<file path="src/rtl/regfile_wb_arbiter_pkg.sv">
// ----------------------------------------------------------------------------
// regfile_pkg: shared widths, source ids and write-request type for the
// register-file writeback arbiter.  Rev 1.0
// ----------------------------------------------------------------------------
`default_nettype none

package regfile_pkg;

  localparam int          DATA_W   = 32;
  localparam int          ADDR_W   = 5;
  localparam logic [4:0]  REG_ZERO = 5'd0;

  typedef enum logic {
    SRC_ALU = 1'b0,
    SRC_LD  = 1'b1
  } wb_src_t;

  typedef struct packed {
    logic [ADDR_W-1:0] addr;
    logic [DATA_W-1:0] data;
  } wb_req_t;

endpackage

`default_nettype wire

</file>
<file path="src/rtl/regfile_wb_arbiter_if.sv">
// ----------------------------------------------------------------------------
// regfile_wb_arbiter_if: ALU and load writeback handshakes into the arbiter.
// Rev 1.0
// ----------------------------------------------------------------------------
`default_nettype none

interface regfile_wb_arbiter_if #(
  parameter int DATA_W = 32,
  parameter int ADDR_W = 5
);
  logic              alu_valid_i;
  logic              alu_ready_o;
  logic [ADDR_W-1:0] alu_addr_i;
  logic [DATA_W-1:0] alu_data_i;
  logic              ld_valid_i;
  logic              ld_ready_o;
  logic [ADDR_W-1:0] ld_addr_i;
  logic [DATA_W-1:0] ld_data_i;

  modport master (
    output alu_valid_i, alu_addr_i, alu_data_i,
    output ld_valid_i,  ld_addr_i,  ld_data_i,
    input  alu_ready_o, ld_ready_o
  );

  modport slave (
    input  alu_valid_i, alu_addr_i, alu_data_i,
    input  ld_valid_i,  ld_addr_i,  ld_data_i,
    output alu_ready_o, ld_ready_o
  );
endinterface

`default_nettype wire

</file>
<file path="src/rtl/regfile_wb_arbiter_rr_arb2.sv">
// ----------------------------------------------------------------------------
// rr_arb2: two-request round-robin arbiter; pointer moves to the loser only
// when both requests collide.  Rev 1.0
// ----------------------------------------------------------------------------
`default_nettype none

module rr_arb2
  import regfile_pkg::*;
(
  input  wire logic clk,
  input  wire logic rst,
  input  wire logic i_req_alu,
  input  wire logic i_req_ld,
  output logic      o_gnt_alu,
  output logic      o_gnt_ld,
  output logic      o_conflict
);

  wb_src_t r_prio;
  wb_src_t w_prio_nxt;

  always_ff @(posedge clk) begin
    if (rst) r_prio <= SRC_ALU;
    else     r_prio <= w_prio_nxt;
  end

  // No grants while in reset so a waiting source is never accepted early.
  always_comb begin
    o_gnt_alu  = 1'b0;
    o_gnt_ld   = 1'b0;
    o_conflict = 1'b0;
    w_prio_nxt = r_prio;
    if (!rst) begin
      if (i_req_alu && i_req_ld) begin
        o_conflict = 1'b1;
        if (r_prio == SRC_ALU) begin
          o_gnt_alu  = 1'b1;
          w_prio_nxt = SRC_LD;
        end else begin
          o_gnt_ld   = 1'b1;
          w_prio_nxt = SRC_ALU;
        end
      end else if (i_req_alu) begin
        o_gnt_alu = 1'b1;
      end else if (i_req_ld) begin
        o_gnt_ld = 1'b1;
      end
    end
  end

endmodule

`default_nettype wire

</file>
<file path="src/rtl/regfile_wb_arbiter.sv">
// ----------------------------------------------------------------------------
// regfile_wb_arbiter: shares the register-file write port between ALU and
// load writeback, with a staged write, read bypass and contention counter.
// Rev 1.0
// ----------------------------------------------------------------------------
`default_nettype none

module regfile_wb_arbiter
  import regfile_pkg::*;
#(
  parameter int DATA_W = 32,
  parameter int ADDR_W = 5,
  parameter int CNT_W  = 16
) (
  input  wire logic              clk,
  input  wire logic              rst,
  regfile_wb_arbiter_if.slave    bus,
  output logic                   rf_we_o,
  output logic [ADDR_W-1:0]      rf_wr_addr_o,
  output logic [DATA_W-1:0]      rf_wr_data_o,
  input  wire logic [ADDR_W-1:0] rd_addr0_i,
  input  wire logic [ADDR_W-1:0] rd_addr1_i,
  input  wire logic [DATA_W-1:0] rf_rd_data0_i,
  input  wire logic [DATA_W-1:0] rf_rd_data1_i,
  output logic [DATA_W-1:0]      rd_data0_o,
  output logic [DATA_W-1:0]      rd_data1_o,
  output logic [CNT_W-1:0]       conflict_cnt_o
);

  logic              w_gnt_alu;
  logic              w_gnt_ld;
  logic              w_conflict;
  logic              r_we;
  logic [ADDR_W-1:0] r_addr;
  logic [DATA_W-1:0] r_data;
  logic [CNT_W-1:0]  r_cnt;

  rr_arb2 u_arb (
    .clk        (clk),
    .rst        (rst),
    .i_req_alu  (bus.alu_valid_i),
    .i_req_ld   (bus.ld_valid_i),
    .o_gnt_alu  (w_gnt_alu),
    .o_gnt_ld   (w_gnt_ld),
    .o_conflict (w_conflict)
  );

  assign bus.alu_ready_o = w_gnt_alu;
  assign bus.ld_ready_o  = w_gnt_ld;

  // Writes to $0 are consumed but never enable the register file.
  always_ff @(posedge clk) begin
    if (rst) begin
      r_we   <= 1'b0;
      r_addr <= '0;
      r_data <= '0;
    end else if (w_gnt_alu) begin
      r_we   <= |bus.alu_addr_i;
      r_addr <= bus.alu_addr_i;
      r_data <= bus.alu_data_i;
    end else if (w_gnt_ld) begin
      r_we   <= |bus.ld_addr_i;
      r_addr <= bus.ld_addr_i;
      r_data <= bus.ld_data_i;
    end else begin
      r_we   <= 1'b0;
    end
  end

  always_ff @(posedge clk) begin
    if (rst)                            r_cnt <= '0;
    else if (w_conflict && ~&r_cnt)     r_cnt <= r_cnt + 1'b1;
  end

  // Gating with rst keeps a staged write from landing at the reset edge.
  assign rf_we_o        = r_we & ~rst;
  assign rf_wr_addr_o   = r_addr;
  assign rf_wr_data_o   = r_data;
  assign conflict_cnt_o = r_cnt;

  assign rd_data0_o = (rf_we_o && (r_addr == rd_addr0_i)) ? r_data : rf_rd_data0_i;
  assign rd_data1_o = (rf_we_o && (r_addr == rd_addr1_i)) ? r_data : rf_rd_data1_i;

endmodule

`default_nettype wire

</file>
<file path="src/flat_wrapper.sv">
// flat-port wrapper written by rule: the top's interface ports become plain ports
module regfile_wb_arbiter_flat import regfile_pkg::*;
#(
  parameter int DATA_W = 32,
  parameter int ADDR_W = 5,
  parameter int CNT_W  = 16
)
  (clk, rst, rf_we_o, rf_wr_addr_o, rf_wr_data_o, rd_addr0_i, rd_addr1_i, rf_rd_data0_i, rf_rd_data1_i, rd_data0_o, rd_data1_o, conflict_cnt_o, bus_alu_valid_i, bus_alu_addr_i, bus_alu_data_i, bus_ld_valid_i, bus_ld_addr_i, bus_ld_data_i, bus_alu_ready_o, bus_ld_ready_o);
  regfile_wb_arbiter_if #(.DATA_W(DATA_W), .ADDR_W(ADDR_W)) bus_i ();
  input  wire logic clk;
  input  wire logic rst;
  output logic rf_we_o;
  output logic [ADDR_W-1:0] rf_wr_addr_o;
  output logic [DATA_W-1:0] rf_wr_data_o;
  input  wire logic [ADDR_W-1:0] rd_addr0_i;
  input  wire logic [ADDR_W-1:0] rd_addr1_i;
  input  wire logic [DATA_W-1:0] rf_rd_data0_i;
  input  wire logic [DATA_W-1:0] rf_rd_data1_i;
  output logic [DATA_W-1:0] rd_data0_o;
  output logic [DATA_W-1:0] rd_data1_o;
  output logic [CNT_W-1:0] conflict_cnt_o;
  input wire logic [$bits(bus_i.alu_valid_i)-1:0] bus_alu_valid_i;
  input wire logic [$bits(bus_i.alu_addr_i)-1:0] bus_alu_addr_i;
  input wire logic [$bits(bus_i.alu_data_i)-1:0] bus_alu_data_i;
  input wire logic [$bits(bus_i.ld_valid_i)-1:0] bus_ld_valid_i;
  input wire logic [$bits(bus_i.ld_addr_i)-1:0] bus_ld_addr_i;
  input wire logic [$bits(bus_i.ld_data_i)-1:0] bus_ld_data_i;
  output wire logic [$bits(bus_i.alu_ready_o)-1:0] bus_alu_ready_o;
  output wire logic [$bits(bus_i.ld_ready_o)-1:0] bus_ld_ready_o;
  assign bus_i.alu_valid_i = bus_alu_valid_i;
  assign bus_i.alu_addr_i = bus_alu_addr_i;
  assign bus_i.alu_data_i = bus_alu_data_i;
  assign bus_i.ld_valid_i = bus_ld_valid_i;
  assign bus_i.ld_addr_i = bus_ld_addr_i;
  assign bus_i.ld_data_i = bus_ld_data_i;
  assign bus_alu_ready_o = bus_i.alu_ready_o;
  assign bus_ld_ready_o = bus_i.ld_ready_o;
  regfile_wb_arbiter #(.DATA_W(DATA_W), .ADDR_W(ADDR_W), .CNT_W(CNT_W)) u_core (.clk(clk), .rst(rst), .bus(bus_i), .rf_we_o(rf_we_o), .rf_wr_addr_o(rf_wr_addr_o), .rf_wr_data_o(rf_wr_data_o), .rd_addr0_i(rd_addr0_i), .rd_addr1_i(rd_addr1_i), .rf_rd_data0_i(rf_rd_data0_i), .rf_rd_data1_i(rf_rd_data1_i), .rd_data0_o(rd_data0_o), .rd_data1_o(rd_data1_o), .conflict_cnt_o(conflict_cnt_o));
endmodule
</file>
<file path="config.mk">
export PLATFORM = sky130hd
export DESIGN_NAME = regfile_wb_arbiter_flat
export DESIGN_NICKNAME = d
export VERILOG_FILES = /design/src/rtl/regfile_wb_arbiter_pkg.sv /design/src/rtl/regfile_wb_arbiter_if.sv /design/src/rtl/regfile_wb_arbiter_rr_arb2.sv /design/src/rtl/regfile_wb_arbiter.sv /design/src/flat_wrapper.sv
export SDC_FILE = /design/constraint.sdc
export NUM_CORES = 1
export LEC_CHECK = 0
export ABC_AREA = 1
export ABC_CLOCK_PERIOD_IN_PS = 2100
export CORE_MARGIN = 2
export CORE_UTILIZATION = 36
export CTS_BUF_LIST = sky130_fd_sc_hd__clkbuf_16
export DETAILED_ROUTE_END_ITERATION = 10
export HOLD_SLACK_MARGIN = 0.06
export MAX_ROUTING_LAYER = met4
export PLACE_DENSITY = 0.91
export SETUP_SLACK_MARGIN = 0.1
export SLEW_MARGIN = 20
export SYNTH_ARGS = -nofsm -noshare
export SYNTH_HDL_FRONTEND = slang
export SYNTH_SLANG_ARGS = --single-unit
</file>
<file path="constraint.sdc">
create_clock -name clk -period 2.1 [get_ports clk]
set_input_delay 0.315 -clock clk [delete_from_list [all_inputs] [get_ports clk]]
set_output_delay 0.315 -clock clk [all_outputs]
set_load 0.005 [all_outputs]
</file>
---- Word level (Yosys, flattened, before mapping) ----
Cells that the tools add are included.
cells by class
  add/sub/neg operators ................... 1
  eq/ne operators ......................... 2
  muxes and demuxes ....................... 19
  bitwise operators ....................... 2
  reductions and logical operators ........ 9
operators by type and width
  kind                                            number
  2-to-1 mux 32 bit                               4
  adder 16 x 1 -> 16 bit (second input constant)  1
  AND reduction 16 bit                            1
  2-to-1 mux 1 bit                                13
  equality test 5 bit                             2
  2-to-1 mux 5 bit                                2
  OR reduction 5 bit                              2
  logical AND 1 bit                               4
  nonzero test 2 bit                              1
  AND 1 bit                                       1
  zero test 1 bit                                 1
  inverter 1 bit                                  1
word-level totals
  register bits ........................... 55
  input port bits ......................... 152
  word-level logic and storage cells ...... 38

---- Logic depth before layout (Yosys ltp) ----
  depth after elaboration ................. 6
  gate-level depth with buffers ........... 10
  depth with buffers taken out ............ 9

---- Hierarchy ----
A second synthesis with hierarchy kept.
second synthesis, totals
  cell total of the unflattened synthesis .. 691
  area total of the unflattened synthesis .. 4120.2 µm²
modules (own cells, without submodules)
  module              times used  cells an instance  area each (µm²)  seq. area each (µm²)
  regfile_wb_arbiter  1           680                4058.9           1081.0
  rr_arb2             1           11                 61.3             20.0

---- Worst setup path before layout ----
No wires, ideal clock.
  path kind ............................... input-to-output
  from .................................... input port rst
  to ...................................... output port rd_data0_o[10]
  data arrival time ....................... 1.239 ns
  required time ........................... 1.785 ns
  slack ................................... 0.546 ns
  stages .................................. 7
  cell sequence ........................... buf_6 -> clkinv_4 -> nand3_1 -> nor2_1 -> nand3_2 -> clkbuf_1 -> o21ai_0
between the ends
  word-level cells in the longest chain between the ends .. 4
ends and longest elaborated chain
  element            line                      source
  from (decl)        flat_wrapper.sv:11        input wire logic rst;
  inverter 1 bit     regfile_wb_arbiter.sv:76  assign rf_we_o = r_we & ~rst;
  AND 1 bit          regfile_wb_arbiter.sv:76
  logical AND 1 bit  regfile_wb_arbiter.sv:81  assign rd_data0_o = (rf_we_o && (r_addr == rd_addr0_i)) ? r_data : rf_rd_data0_i;
  2-to-1 mux 32 bit  regfile_wb_arbiter.sv:81
  to (decl)          flat_wrapper.sv:19        output logic [DATA_W-1:0] rd_data0_o;
No other way between the ends.

---- Worst setup path after layout ----
  from .................................... register u_core.r_addr[2] (netlist: u_core.rf_wr_addr_o[2])
  to ...................................... output port rd_data0_o[6]
between the ends
  word-level cells in the longest chain between the ends .. 3
ends and longest elaborated chain
  element                 line                      source
  from (decl)             regfile_wb_arbiter.sv:34  logic [ADDR_W-1:0] r_addr;
  from (signal assigned)  regfile_wb_arbiter.sv:59  r_addr <= bus.alu_addr_i;
  from (signal assigned)  regfile_wb_arbiter.sv:63  r_addr <= bus.ld_addr_i;
  equality test 5 bit     regfile_wb_arbiter.sv:81
  logical AND 1 bit       regfile_wb_arbiter.sv:81
  2-to-1 mux 32 bit       regfile_wb_arbiter.sv:81
No other way between the ends.

==> out/results.md <==
| Parameter | This run | Unit |
| --- | --- | --- |
| Effective utilization at floorplan | 36.48 | % |
| Hold_ws | 426.2 | ps |
| Time the worst path needs with I/O delays and setup | 2083 | ps |
| DRT Pass-1 Iters | 5 | - |
| Cell types with the largest area share after synthesis | sky130_fd_sc_hd__dfxtp_1 (28%), sky130_fd_sc_hd__nand2_1 (23%), sky130_fd_sc_hd__o21ai_0 (9.9%) | - |
| PnR Total Power | 3.138 | mW |
| Global Route Usage Sum | 31.01 | % |
| Skew final | 7.455 | ps |
| Combined buffer and inverter count along the critical path | 5 | - |
| Worst min path class | input port to flop | - |
| Outcome | complete, no violations | - |
| Last weighted congestion value of the routability-driven placer | 0.9539 | - |
| Buffers on Ports | 271 | - |
| Largest net degree at the start of global routing | 41 | - |
| Fraction of final layout cells sized beyond drive strength 1 | 23.44 | % |
| Net count after synthesis | 818 | - |
| Launch point of the worst reg-to-reg path | u_core.conflict_cnt_o[0] | - |
| Post-route worst setup slack | 16.99 | ps |
| Hold Path Origin | rst | - |
| Slowest stage cell, crit path | sky130_fd_sc_hd__dfxtp_2 | - |
| Width of the chip | 108.1 | µm |
| Critical Setup Path Class | flop to output pin | - |
| Cell type with the highest occurrence count on the critical path | sky130_fd_sc_hd__o21ai_2 | - |
| Clock tree root driver cell | sky130_fd_sc_hd__clkbuf_16 | - |
| Syn_area_per_cell | 5.868 | µm² |
| Overflow left after global routing | 0 | - |
| Total of max-cap violations | 0 | - |
| Core outline area | 10700 | µm² |
| Number of enable-type register cells in the synthesized netlist | 0 | - |
| Mapped Cells | 665 | - |
| Number of buffers created by CTS | 5 | - |
| Dominant cell type by area after synthesis | sky130_fd_sc_hd__dfxtp_1 | - |
| Number of synthesis warnings | 0 | - |
| Top cell type's share of synthesized area | 28.21 | % |
| Critical Path Source | u_core.rf_wr_addr_o[2] | - |
| Clock-pin slew on the worst setup and hold paths | 70 | ps |
| Maximum clock path buffer count | 2 | - |
| Final setup violation count | 0 | - |
| Relative slew margins | 62.05 | % |
| Number of endpoints with negative hold slack in the final report | 0 | - |
| Count of filler cells inserted in the layout | 833 | - |
| Pwr/cell area | 425.8 | nW/µm² |
| Num rows | 38 | - |
| Data arrival time of the worst path | 1770 | ps |
| Fmax | 480.1 | MHz |
| Vias in the first global route | 5186 | - |
| Crit path max-delay family | buffers and inverters | - |
| Average wire per standard cell | 17.74 | µm |
| Fraction of registers with async set/reset | 0 | % |
| Number of storage elements in the synthesis netlist | 55 | - |
| Max rail drop VDD | 0.0003850 | V |
| Most repeated cell in the gate-level netlist after synthesis | sky130_fd_sc_hd__nand2_1 | - |
| Biggest fanout along the worst timing path | 9 | - |
| Prevailing post-synth register cell | sky130_fd_sc_hd__dfxtp_1 | - |
| Initial detailed-routing violation count | 481 | - |
| Required time at the worst-slack endpoint | 1780 | ps |
| List of most frequent post-synthesis cells | sky130_fd_sc_hd__nand2_1 (234), sky130_fd_sc_hd__inv_1 (99), sky130_fd_sc_hd__o21ai_0 (77) | - |
| Number of unique standard cell types used by synthesis | 34 | - |
| Vias/cell | 5.180 | - |
| Crit path launch type | flop | - |
| Die Outline Area | 11690 | µm² |
| Critical Path, Cell by Cell | inv_2 > nand2_2 > o21ai_2 > a21oi_2 > nand3_4 > buf_12 > buf_8 > buf_16 > nand2_1 > o21ai_2 > buf_2 | - |
| Count of boundary I/O pins | 272 | - |
| Number of remaining DRC errors | 0 | - |
| Max incr delay on CP | 350 | ps |
| Unrepaired setup endpoints after global routing | yes | - |
| Antenna violations before repair | 0 | - |
| Post-placement setup slack | -459.1 | ps |
| H-tree depth | 2 | - |
| Total number of nets in the final design | 1112 | - |
| Share of the cycle needed by the critical path after routing | 99.19 | % |
| Leakage power figure | 3.609 | nW |
| Final Routed Wirelength | 19.52 | mm |
| Share of the yosys chip area belonging to registers | 28.21 | % |
| Number of diodes | 0 | - |
| Global-route wire length before repair | 27.21 | mm |
| Summed instance area of the synthesized netlist | 3902 | µm² |
| Chip height | 108.1 | µm |
| CTS Hold Buffers Added | 0 | - |
| Count of clock tree sinks | 55 | - |
| Routed Antenna Nets | 0 | - |
| Crit end category | output pin | - |
| CTS tree | done | - |
| Estimated wirelength of the detail-placed design | 12.89 | mm |
| Actual slew at the worst max-slew pin | 569.3 | ps |
| Later-pin clock latency in the skew report | 290 | ps |
| Area delta synth->final | 88.84 | % |
| Fin. max-slew vios | 0 | - |
| Vias post-DR | 5698 | - |
-- logic make-up (layout without fill, tap and decap cells) --
logic type      after synthesis  count (layout)  synth area share, %
buf+inv                     135             430                15.20
flops                        55              55                28.21
compound gates              152             152                21.61
xor+xnor                      3               3               0.6734
simple gates                319             319                33.99
fa+ha+maj                     1               1               0.3206
-- cell type report --
cell class	count	area (µm²)	share of cell area [%]
clock buffer	5	125.1	1.698
clock inverter	3	16.27	0.2207
inverter	101	386.6	5.246
multi-input combinational	475	2451	33.26
sequential	55	1110	15.06
tap	140	175.2	2.377
timing repair buffer	321	3105	42.14
-- worst register-to-register path: stages, from the launching register on --
cell and delay [ps]:
sky130_fd_sc_hd__dfxtp_1 430, sky130_fd_sc_hd__ha_1 230, sky130_fd_sc_hd__nand3_1 190, sky130_fd_sc_hd__nor2_1 240, sky130_fd_sc_hd__nand3_2 260, sky130_fd_sc_hd__nand2_1 160
sky130_fd_sc_hd__nand2_1 60, sky130_fd_sc_hd__nand2_1 50, sky130_fd_sc_hd__nor2_1 40
-- through the flow --
step	area [µm²]	cells	setup TNS (ps)	util [%]
6_report	7370	1100	0	68.89
5_1_grt	7370	1100	-1135	68.89
4_1_cts	7208	1097	0	67.38
3_5_place_dp	6839	1067	-20110	63.93
3_3_place_gp	6839	1067	-18220	63.93
2_1_floorplan	3902	665	0	-
-- repair_timing --
item	4_1_cts	5_1_grt
cloned	9	2
buffers inserted	14	1
setup endpoints to repair	66	72
pin swaps	12	7
resized for setup	391	38
-- metal layers --
layer	vias up	global-route usage (%)	routed length, µm
met3	54	10.25	2546
li1	2678	-	-
met4	0	9.066	563
met5	-	-	0
met2	357	50.40	9180
met1	2609	36.58	7228
-- power by group --
group / internal, mW / switching, mW / total [mW]
sequential: 1.12 / 0.0521 / 1.17
clock: 0.437 / 0.381 / 0.818
combinational: 0.616 / 0.537 / 1.15
total: 2.17 / 0.970 / 3.14
-- layout by cell type, fill, tap and decap left out, drive strengths merged, types with 6 or more instances in the layout --
| cell type | count |
|---|---|
| clkbuf | 7 |
| nand3 | 29 |
| nor3 | 6 |
| nand2 | 236 |
| o21ai | 103 |
| dlygate4sd2 | 9 |
| nor2 | 44 |
| inv | 101 |
| clkdlybuf4s50 | 194 |
| buf | 112 |
| dfxtp | 55 |
| a21oi | 43 |
-- state kept, by name (all words and copies together) (netlist names) --
signal	cells
u_core.r_we	1
u_core.u_arb.r_prio	1
u_core.rf_wr_addr_o	5
u_core.rf_wr_data_o	32
u_core.conflict_cnt_o	16
-- final timing paths --
| check | to | cells past startpoint | slack, ps |
|---|---|---|---|
| max | rd_data0_o[6] | 11 | 20 |
| min | u_core.rf_wr_addr_o[4] | 5 | 430 |
| max reg2reg | u_core.conflict_cnt_o[8] | 8 | 360 |
| min reg2reg | u_core.conflict_cnt_o[1] | 2 | 530 |
No activity file was read; power rests on OpenSTA's default activity.
